--- config.mk ---
export PLATFORM = sky130hd
export DESIGN_NAME = leb128_stream_dec
export DESIGN_NICKNAME = d
export VERILOG_FILES = /design/src/rtl/leb128_pkg.sv /design/src/rtl/leb128_unpack.sv /design/src/rtl/leb128_window.sv /design/src/rtl/leb128_stream_dec.sv
export SDC_FILE = /design/constraint.sdc
export NUM_CORES = 1
export LEC_CHECK = 0
export ABC_AREA = 1
export BUFFER_PORTS_ARGS = -buffer_cell sky130_fd_sc_hd__buf_4
export CAP_MARGIN = 30
export CORE_UTILIZATION = 55
export DETAILED_ROUTE_END_ITERATION = 6
export MAX_ROUTING_LAYER = met4
export PLACE_DENSITY_LB_ADDON = 0.1
export REMOVE_ABC_BUFFERS = 1
export SLEW_MARGIN = 20
export SYNTH_ARGS = -nofsm -noshare
export SYNTH_HDL_FRONTEND = slang
export SYNTH_SLANG_ARGS = --single-unit
--- constraint.sdc ---
create_clock -name clk -period 6.8 [get_ports clk]
set_input_delay 0.68 -clock clk [delete_from_list [all_inputs] [get_ports clk]]
set_output_delay 0.68 -clock clk [all_outputs]
set_load 0.03 [all_outputs]
--- src/rtl/leb128_pkg.sv ---
// -----------------------------------------------------------------------------
// leb128_pkg
// Shared constants, state encoding and the combinational LEB128 decode helper
// used by the stream decoder and its unpacker instances.
//   LEB128_MAX_BYTES : widest encoding the window can hold (10 bytes = 64 bits)
//   LEN_W            : width of a byte count 0..10
//   WIN_W            : width of the flattened byte window
//   state_t          : sequencer states COLLECT / OUT / DRAIN
//   leb128Decode     : window -> {value, encoded length}
// -----------------------------------------------------------------------------
package leb128_pkg;

  localparam int LEB128_MAX_BYTES = 10;
  localparam int LEN_W            = 4;
  localparam int WIN_W            = LEB128_MAX_BYTES * 8;

  typedef enum logic [1:0] {
    COLLECT = 2'd0,
    OUT     = 2'd1,
    DRAIN   = 2'd2
  } state_t;

  typedef struct packed {
    logic [63:0]      value;
    logic [LEN_W-1:0] len;
  } decode_t;

  // Walks the window from slot 0 and stops at the first byte whose
  // continuation bit is clear. Payload bits beyond bit 63 fall off the top.
  // A window with no terminator reports the full 10-byte length; the
  // sequencer never produces one because the last slot is stored unglued.
  function automatic decode_t leb128Decode(input logic [WIN_W-1:0] win,
                                           input logic isSigned);
    decode_t    res;
    logic       done;
    logic [7:0] b;
    int         shift;
    res.value = '0;
    res.len   = LEN_W'(LEB128_MAX_BYTES);
    done      = 1'b0;
    for (int i = 0; i < LEB128_MAX_BYTES; i++) begin
      b = 8'(win >> (8 * i));
      if (!done) begin
        res.value = res.value | (64'(b[6:0]) << (7 * i));
        if (!b[7]) begin
          done    = 1'b1;
          res.len = LEN_W'(i + 1);
        end
      end
    end
    // Sign extension only matters while the payload is narrower than 64 bits.
    shift = 7 * int'(res.len);
    if (isSigned && (shift < 64) && res.value[6'(shift - 1)]) begin
      res.value = res.value | ({64{1'b1}} << shift);
    end
    return res;
  endfunction

endpackage

--- src/rtl/leb128_unpack.sv ---
// -----------------------------------------------------------------------------
// unpack_u64 / unpack_i64
// Purely combinational 10-byte LEB128 unpackers.
//   i_window : 80-bit byte window, slot 0 in bits [7:0]
//   o_value  : decoded value (zero-extended for u64, sign-extended for i64)
//   o_len    : number of encoded bytes up to and including the terminator
// -----------------------------------------------------------------------------
module unpack_u64
  import leb128_pkg::*;
(
  input  logic [WIN_W-1:0] i_window,
  output logic [63:0]      o_value,
  output logic [LEN_W-1:0] o_len
);

  decode_t w_res;

  assign w_res   = leb128Decode(i_window, 1'b0);
  assign o_value = w_res.value;
  assign o_len   = w_res.len;

endmodule

module unpack_i64
  import leb128_pkg::*;
(
  input  logic [WIN_W-1:0] i_window,
  output logic [63:0]      o_value,
  output logic [LEN_W-1:0] o_len
);

  decode_t w_res;

  assign w_res   = leb128Decode(i_window, 1'b1);
  assign o_value = w_res.value;
  assign o_len   = w_res.len;

endmodule

--- src/rtl/leb128_window.sv ---
// -----------------------------------------------------------------------------
// leb128_window
// Byte window register for one LEB128 value under collection.
//   i_clk, i_rst : clock, synchronous active-high reset
//   i_clear      : zero the window and rewind the slot counter
//   i_wr         : store i_byte into slot o_cnt and advance
//   i_byte       : incoming encoded byte
//   o_window     : flattened window, slots >= MAX_LEN read as zero
//   o_cnt        : index of the next slot to be written
//   o_isLast     : the next write lands in the final slot (MAX_LEN-1)
// -----------------------------------------------------------------------------
module leb128_window
  import leb128_pkg::*;
#(
  parameter int MAX_LEN = LEB128_MAX_BYTES
) (
  input  logic             i_clk,
  input  logic             i_rst,
  input  logic             i_clear,
  input  logic             i_wr,
  input  logic [7:0]       i_byte,
  output logic [WIN_W-1:0] o_window,
  output logic [LEN_W-1:0] o_cnt,
  output logic             o_isLast
);

  logic [LEN_W-1:0] r_cnt;
  logic [7:0]       w_storeByte;

  assign o_cnt    = r_cnt;
  assign o_isLast = (r_cnt == LEN_W'(MAX_LEN - 1));

  // The final slot is stored unglued so the unpacker always finds a
  // terminator inside the window, even for a runaway encoding.
  assign w_storeByte = o_isLast ? {1'b0, i_byte[6:0]} : i_byte;

  always_ff @(posedge i_clk) begin
    if (i_rst || i_clear) begin
      r_cnt <= '0;
    end else if (i_wr && (r_cnt < LEN_W'(MAX_LEN))) begin
      r_cnt <= r_cnt + 1'b1;
    end
  end

  for (genvar g = 0; g < LEB128_MAX_BYTES; g++) begin : gSlot
    if (g < MAX_LEN) begin : gUsed
      logic [7:0] r_slot;
      always_ff @(posedge i_clk) begin
        if (i_rst || i_clear) begin
          r_slot <= '0;
        end else if (i_wr && (r_cnt == LEN_W'(g))) begin
          r_slot <= w_storeByte;
        end
      end
      assign o_window[g*8 +: 8] = r_slot;
    end else begin : gZero
      assign o_window[g*8 +: 8] = 8'h00;
    end
  end

endmodule

--- src/rtl/leb128_stream_dec.sv ---
// -----------------------------------------------------------------------------
// leb128_stream_dec
// Collects one LEB128-encoded value from a byte stream and presents the
// decoded 64-bit result on a valid/ready output.
//   clk, rst   : clock, synchronous active-high reset
//   flush      : abandon the partial value (ignored while a result is held)
//   in_data    : encoded byte, bit7 = continuation
//   in_sgn     : signed decode, captured with the first byte of a value
//   in_valid   : in_data valid
//   in_ready   : byte accepted this cycle when in_valid is high
//   out_data   : decoded value
//   out_len    : encoded byte count 1..MAX_LEN
//   out_err    : abnormal termination
//   out_valid  : out_data/out_len/out_err valid
//   out_ready  : consumer takes the result
// Optional feature macro: LEB128_OVERFLOW_CHECK_EN enables out_err and the
// DRAIN state that discards the tail of an over-long encoding.
// -----------------------------------------------------------------------------
module leb128_stream_dec
  import leb128_pkg::*;
#(
  parameter int MAX_LEN = LEB128_MAX_BYTES
) (
  input  logic             clk,
  input  logic             rst,
  input  logic             flush,
  input  logic [7:0]       in_data,
  input  logic             in_sgn,
  input  logic             in_valid,
  output logic             in_ready,
  output logic [63:0]      out_data,
  output logic [LEN_W-1:0] out_len,
  output logic             out_err,
  output logic             out_valid,
  input  logic             out_ready
);

  state_t           r_state;
  state_t           w_nextState;
  logic             r_sgn;
  logic             w_accept;
  logic             w_collectAcc;
  logic             w_term;
  logic             w_outFire;
  logic             w_clear;
  logic             w_isLast;
  logic [WIN_W-1:0] w_window;
  logic [LEN_W-1:0] w_cnt;
  logic [63:0]      w_uValue;
  logic [63:0]      w_iValue;
  logic [LEN_W-1:0] w_uLen;
  logic [LEN_W-1:0] w_iLen;

  assign in_ready     = !rst && (r_state != OUT) && !flush;
  assign out_valid    = (r_state == OUT);
  assign w_accept     = in_valid && in_ready;
  assign w_collectAcc = w_accept && (r_state == COLLECT);
  assign w_term       = w_collectAcc && (!in_data[7] || w_isLast);
  assign w_outFire    = out_valid && out_ready;
  assign w_clear      = w_outFire || (flush && (r_state != OUT));

  leb128_window #(
    .MAX_LEN (MAX_LEN)
  ) uWindow (
    .i_clk    (clk),
    .i_rst    (rst),
    .i_clear  (w_clear),
    .i_wr     (w_collectAcc),
    .i_byte   (in_data),
    .o_window (w_window),
    .o_cnt    (w_cnt),
    .o_isLast (w_isLast)
  );

  unpack_u64 uUnpackU (
    .i_window (w_window),
    .o_value  (w_uValue),
    .o_len    (w_uLen)
  );

  unpack_i64 uUnpackI (
    .i_window (w_window),
    .o_value  (w_iValue),
    .o_len    (w_iLen)
  );

  // Output is a pure function of the window, so it holds steady while the
  // window is frozen in OUT.
  assign out_data = r_sgn ? w_iValue : w_uValue;
  assign out_len  = r_sgn ? w_iLen : w_uLen;

  always_ff @(posedge clk) begin
    if (rst) begin
      r_sgn <= 1'b0;
    end else if (w_collectAcc && (w_cnt == '0)) begin
      r_sgn <= in_sgn;
    end
  end

`ifdef LEB128_OVERFLOW_CHECK_EN
  logic       r_glueErr;
  logic       w_rangeErr;
  logic [7:0] w_lastSlot;

  // Remembers that the value was cut off with its continuation bit still
  // set; also selects the DRAIN path once the result is taken.
  always_ff @(posedge clk) begin
    if (rst) begin
      r_glueErr <= 1'b0;
    end else if (w_term) begin
      r_glueErr <= in_data[7];
    end else if (w_clear) begin
      r_glueErr <= 1'b0;
    end
  end

  // A 10th byte may only carry bit 63: unsigned allows nothing above bit 0,
  // signed allows only an all-zero or all-one extension.
  assign w_lastSlot = w_window[WIN_W-1 -: 8];

  always_comb begin
    w_rangeErr = 1'b0;
    if ((MAX_LEN == LEB128_MAX_BYTES) && (out_len == LEN_W'(LEB128_MAX_BYTES))) begin
      if (r_sgn) begin
        w_rangeErr = !((w_lastSlot[6:0] == 7'h00) || (w_lastSlot[6:0] == 7'h7F));
      end else begin
        w_rangeErr = |w_lastSlot[6:1];
      end
    end
  end

  assign out_err = r_glueErr || w_rangeErr;
`else
  assign out_err = 1'b0;
`endif

  always_ff @(posedge clk) begin
    if (rst) begin
      r_state <= COLLECT;
    end else begin
      r_state <= w_nextState;
    end
  end

  // flush cannot coincide with an accept because in_ready is gated by it,
  // so COLLECT needs no explicit flush branch.
  always_comb begin
    w_nextState = r_state;
    case (r_state)
      COLLECT: begin
        if (w_term) begin
          w_nextState = OUT;
        end
      end
      OUT: begin
        if (out_ready) begin
`ifdef LEB128_OVERFLOW_CHECK_EN
          w_nextState = r_glueErr ? DRAIN : COLLECT;
`else
          w_nextState = COLLECT;
`endif
        end
      end
      DRAIN: begin
        if (flush || (w_accept && !in_data[7])) begin
          w_nextState = COLLECT;
        end
      end
      default: w_nextState = COLLECT;
    endcase
  end

endmodule
==> summary.txt <==
Clock tree
  – Clk buf depth: 2
  – Gates resized, CTS repair: 0
  – H-Tree Depth: 3
  – Hold buffers post-CTS: 0
  – Total CTS buffers: 9
  – CTS tree: built
  – Root buffer cell: clkbuf_8
  – Worst-path clk slew: 0.09 ns
  – Sink Count: 79
  – # Post-CTS Setup Buffers: 0
  – Clock Latency Late Sink: 0.38 ns

GRT
  – Number of global-route vias before repair: just over 6000
  – Met1 GRT Util: 53.1%
  – Gr usage total: 39.2%
  – Met2 usage: 55.4%
  – Initial antenna violation count: 0
  – Total gr overflow: 0
  – First-pass GRT wire length: 32300 um
  – Top Usage Layer GRT: met2
  – Pin count of the biggest net entering global routing: 77
  – GR Layer Usage met3: under 10%

Critical path
  – R2R Path End: uWindow.gSlot[4].gUsed.r_slot[4]
  – R2r setup slk: 4.55 ns
  – Max FO, Critical Path: 64
  – Worst EP arrival: 5.65 ns
  – CP required: between 6 and 7 ns
  – Worst r2r path cells: 6
  – Startpoint types: flip-flop
  – Origin of the critical flop-to-flop path: r_state[0]
  – CP endpoint kind: primary output
  – Crit Path Category: reg -> out

Detailed routing
  – Routed vias: 6796
  – Routed wire per std cell: about 18 um
  – Routed wire length: 20800 um
  – Vias per cell: ~5.8
  – Post-route DRC: 0
  – TritonRoute pass-1 iters: 6
  – Post-DRT Antenna Nets: 0
  – DRT iter0 DRCs: 718

Synth
  – Main flop type after synthesis: dfxtp_1
  – Synth area leader: dfxtp_1
  – Syn Inst Count: between 900 and 1000
  – Flops & latches, synth: 79
  – Synth Cell Area: 5870 um2
  – Largest cells by area after synthesis: dfxtp_1, nand2_1, nor2_1, nand4_1, o21ai_0
  – Top cell type's share of synthesized area: 27.0%
  – YS warnings: 0
  – Sequential-to-total area share from yosys stat: 27.0%
  – Post-synth EDFFs: 0
  – Synth cell types: 33
  – Synthesized area per cell: 5.97 um2
  – Post-synth ARST share: 0%

STA
  – # setup viols final: 0
  – Tcrit/Tclk final: between 90 and 100%
  – Fin Clk Skew: 0.0101 ns
  – Worst Tran Pin Value: around 0.90 ns
  – Setup TNS: 0 ns
  – Final Slew Violations: 0
  – Slew margin rel.: 39.5%
  – Minimum clock period: 6.33 ns
  – RSZ-0062 raised after global routing: no
  – Final Hold Fails: 0
  – Highest Clock Rate: 158 MHz

Cells and area
  – Fill cells: 1021
  – Layout Area Growth over Synthesis: 12.8%
  – Nets: 1063
  – Share of layout cells above drive strength 1: 12.9%
  – Design area: 6610 um2
  – Antenna diode count: 0
  – Final std cells w/o fill: 1172

Floorplan
  – I/O pin cnt: 85
  – Die height: 105 um
  – Starting density of the core: 56.8%
  – Core area: 10300 um2
  – Die W: ~110 um
  – Site row count: 37
  – Die ar.: between 10000 and 15000 um2

Placement
  – Inst Count DP: 1156
  – I/O Buffers: 83
  – Gpl congestion: 1.04
  – Placed cell area: ~6400 um2
  – Post-DP HPWL: ~15000 um

Run status
  – Status: complete, no violations

Pwr
  – LEAKAGE: 3.44 nW
  – Max IR drop VDD: 139 uV
  – Pwr per Cell Area: 151 nW/um2

Worst hold path
  – Hold Crit Class: reg -> reg
  – WHS Path Cells: 2
  – Hold wc startpoint: uWindow.gSlot[8].gUsed.r_slot[2]
  – Sink of the worst hold path: uWindow.gSlot[8].gUsed.r_slot[2]

Run
  – Max cap viols: 0
==> state kept, by name, summed over array words and instances, names as in the netlist <==
signal                      cells
r_sgn                           1
r_state                         1
uWindow.gSlot.gUsed.r_slot     73
uWindow.o_cnt                   4
==> through the flow <==
stage	total power [mW]	setup WS [ns]	utilization, %	hold WS (ns)
after floorplan	0.593	0.0431	-	0.432
after global placement	0.666	1.12	62.4	0.446
after detailed placement	0.666	1.01	62.4	0.451
after CTS	0.989	0.588	64.1	0.464
after global routing	1.03	0.0159	64.1	0.484
final	0.998	0.473	64.1	0.463
==> cell type report <==
class | count | area [um2] | share of cell area, %
well taps | 136 | 170 | 2.57
inverters | 111 | 417 | 6.30
multi-input cells | 731 | 3530 | 53.3
clock buffers | 12 | 145 | 2.19
flip-flops and latches | 79 | 1580 | 23.9
repair buffers | 99 | 743 | 11.2
clock inverters | 4 | 30.0 | 0.454
==> cells by family (layout without fill, tap and decap cells) <==
kind of cell	count (synthesis)	count (layout)	synth area share, %
AND/OR/NAND/NOR	548	548	40.9
buffers and inverters	172	226	13.2
AO/OA/AOI/OAI	162	162	14.0
flip-flops	79	79	27.0
adder cells (fa/ha/maj)	18	18	4.35
XOR/XNOR	2	2	0.427
other	1	1	0.0639
==> how the worst max path moves through the flow <==
stage | from | endpoint | slack, ns
finish | uWindow.gSlot[1].gUsed.r_slot[7] | out_data[50] | 0.47
floorplan | uWindow.gSlot[0].gUsed.r_slot[7] | out_data[63] | 0.04
detailed placement | uWindow.gSlot[3].gUsed.r_slot[7] | out_data[50] | 1.01
global route | uWindow.gSlot[0].gUsed.r_slot[7] | out_data[38] | 0.02
CTS | uWindow.gSlot[3].gUsed.r_slot[7] | out_data[50] | 0.59
global placement | uWindow.gSlot[2].gUsed.r_slot[7] | out_data[51] | 1.12
==> cell usage in the layout, fill, tap and decap left out, types with 3 or more instances in the layout <==
cell type  instances
a21oi_1           64
buf_4             99
clkbuf_8          10
clkinv_1           3
dfxtp_1           79
fa_1               4
ha_1              14
inv_1            103
inv_2              5
nand2_1          212
nand2_2            3
nand2_4            3
nand3_1           37
nand3_2            3
nand4_1           76
nor2_1           191
nor3_1            16
o21ai_0           90
==> layer usage <==
layer	wire (um)	part of all wire [%]	up-vias
met5	0	0	-
met3	2140	10	60
met2	8610	41	387
li1	-	-	3278
met4	956	4.6	0
met1	9130	44	3071
==> cell usage after synthesis (all sizes together), types with 4 or more instances <==
library cell / instances
nand3: 41
nor2: 193
ha: 14
clkbuf: 29
nand4: 76
inv: 108
nor3: 17
a21oi: 65
o21ai: 92
dfxtp: 79
fa: 4
buf: 32
nand2: 218
==> power breakdown <==
group	leakage, nW	internal (mW)	total, mW	switching (mW)
sequential	0.637	0.464	0.467	0.00272
clock	0.0870	0.144	0.337	0.192
combinational	2.71	0.0530	0.194	0.141
total	3.44	0.662	0.998	0.336
==> critical path, cell delays in order, from the launching register on <==
cell and delay, ns:
dfxtp_1 0.39, nand2_1 0.11, nor2_2 0.40, a21oi_1 0.16, o21ai_0 0.27, inv_1 0.26
fa_1 0.53, ha_1 0.25, fa_1 0.65, nor2_1 0.31, inv_1 0.09, nor2_1 0.11
inv_1 0.10, nor2_1 0.13, nand2_1 0.10, xor2_2 0.20, inv_2 0.10, nand3_4 0.53
nand4_1 0.30, nand2_1 0.09, buf_4 0.17
(Power assumes the default switching activity.)
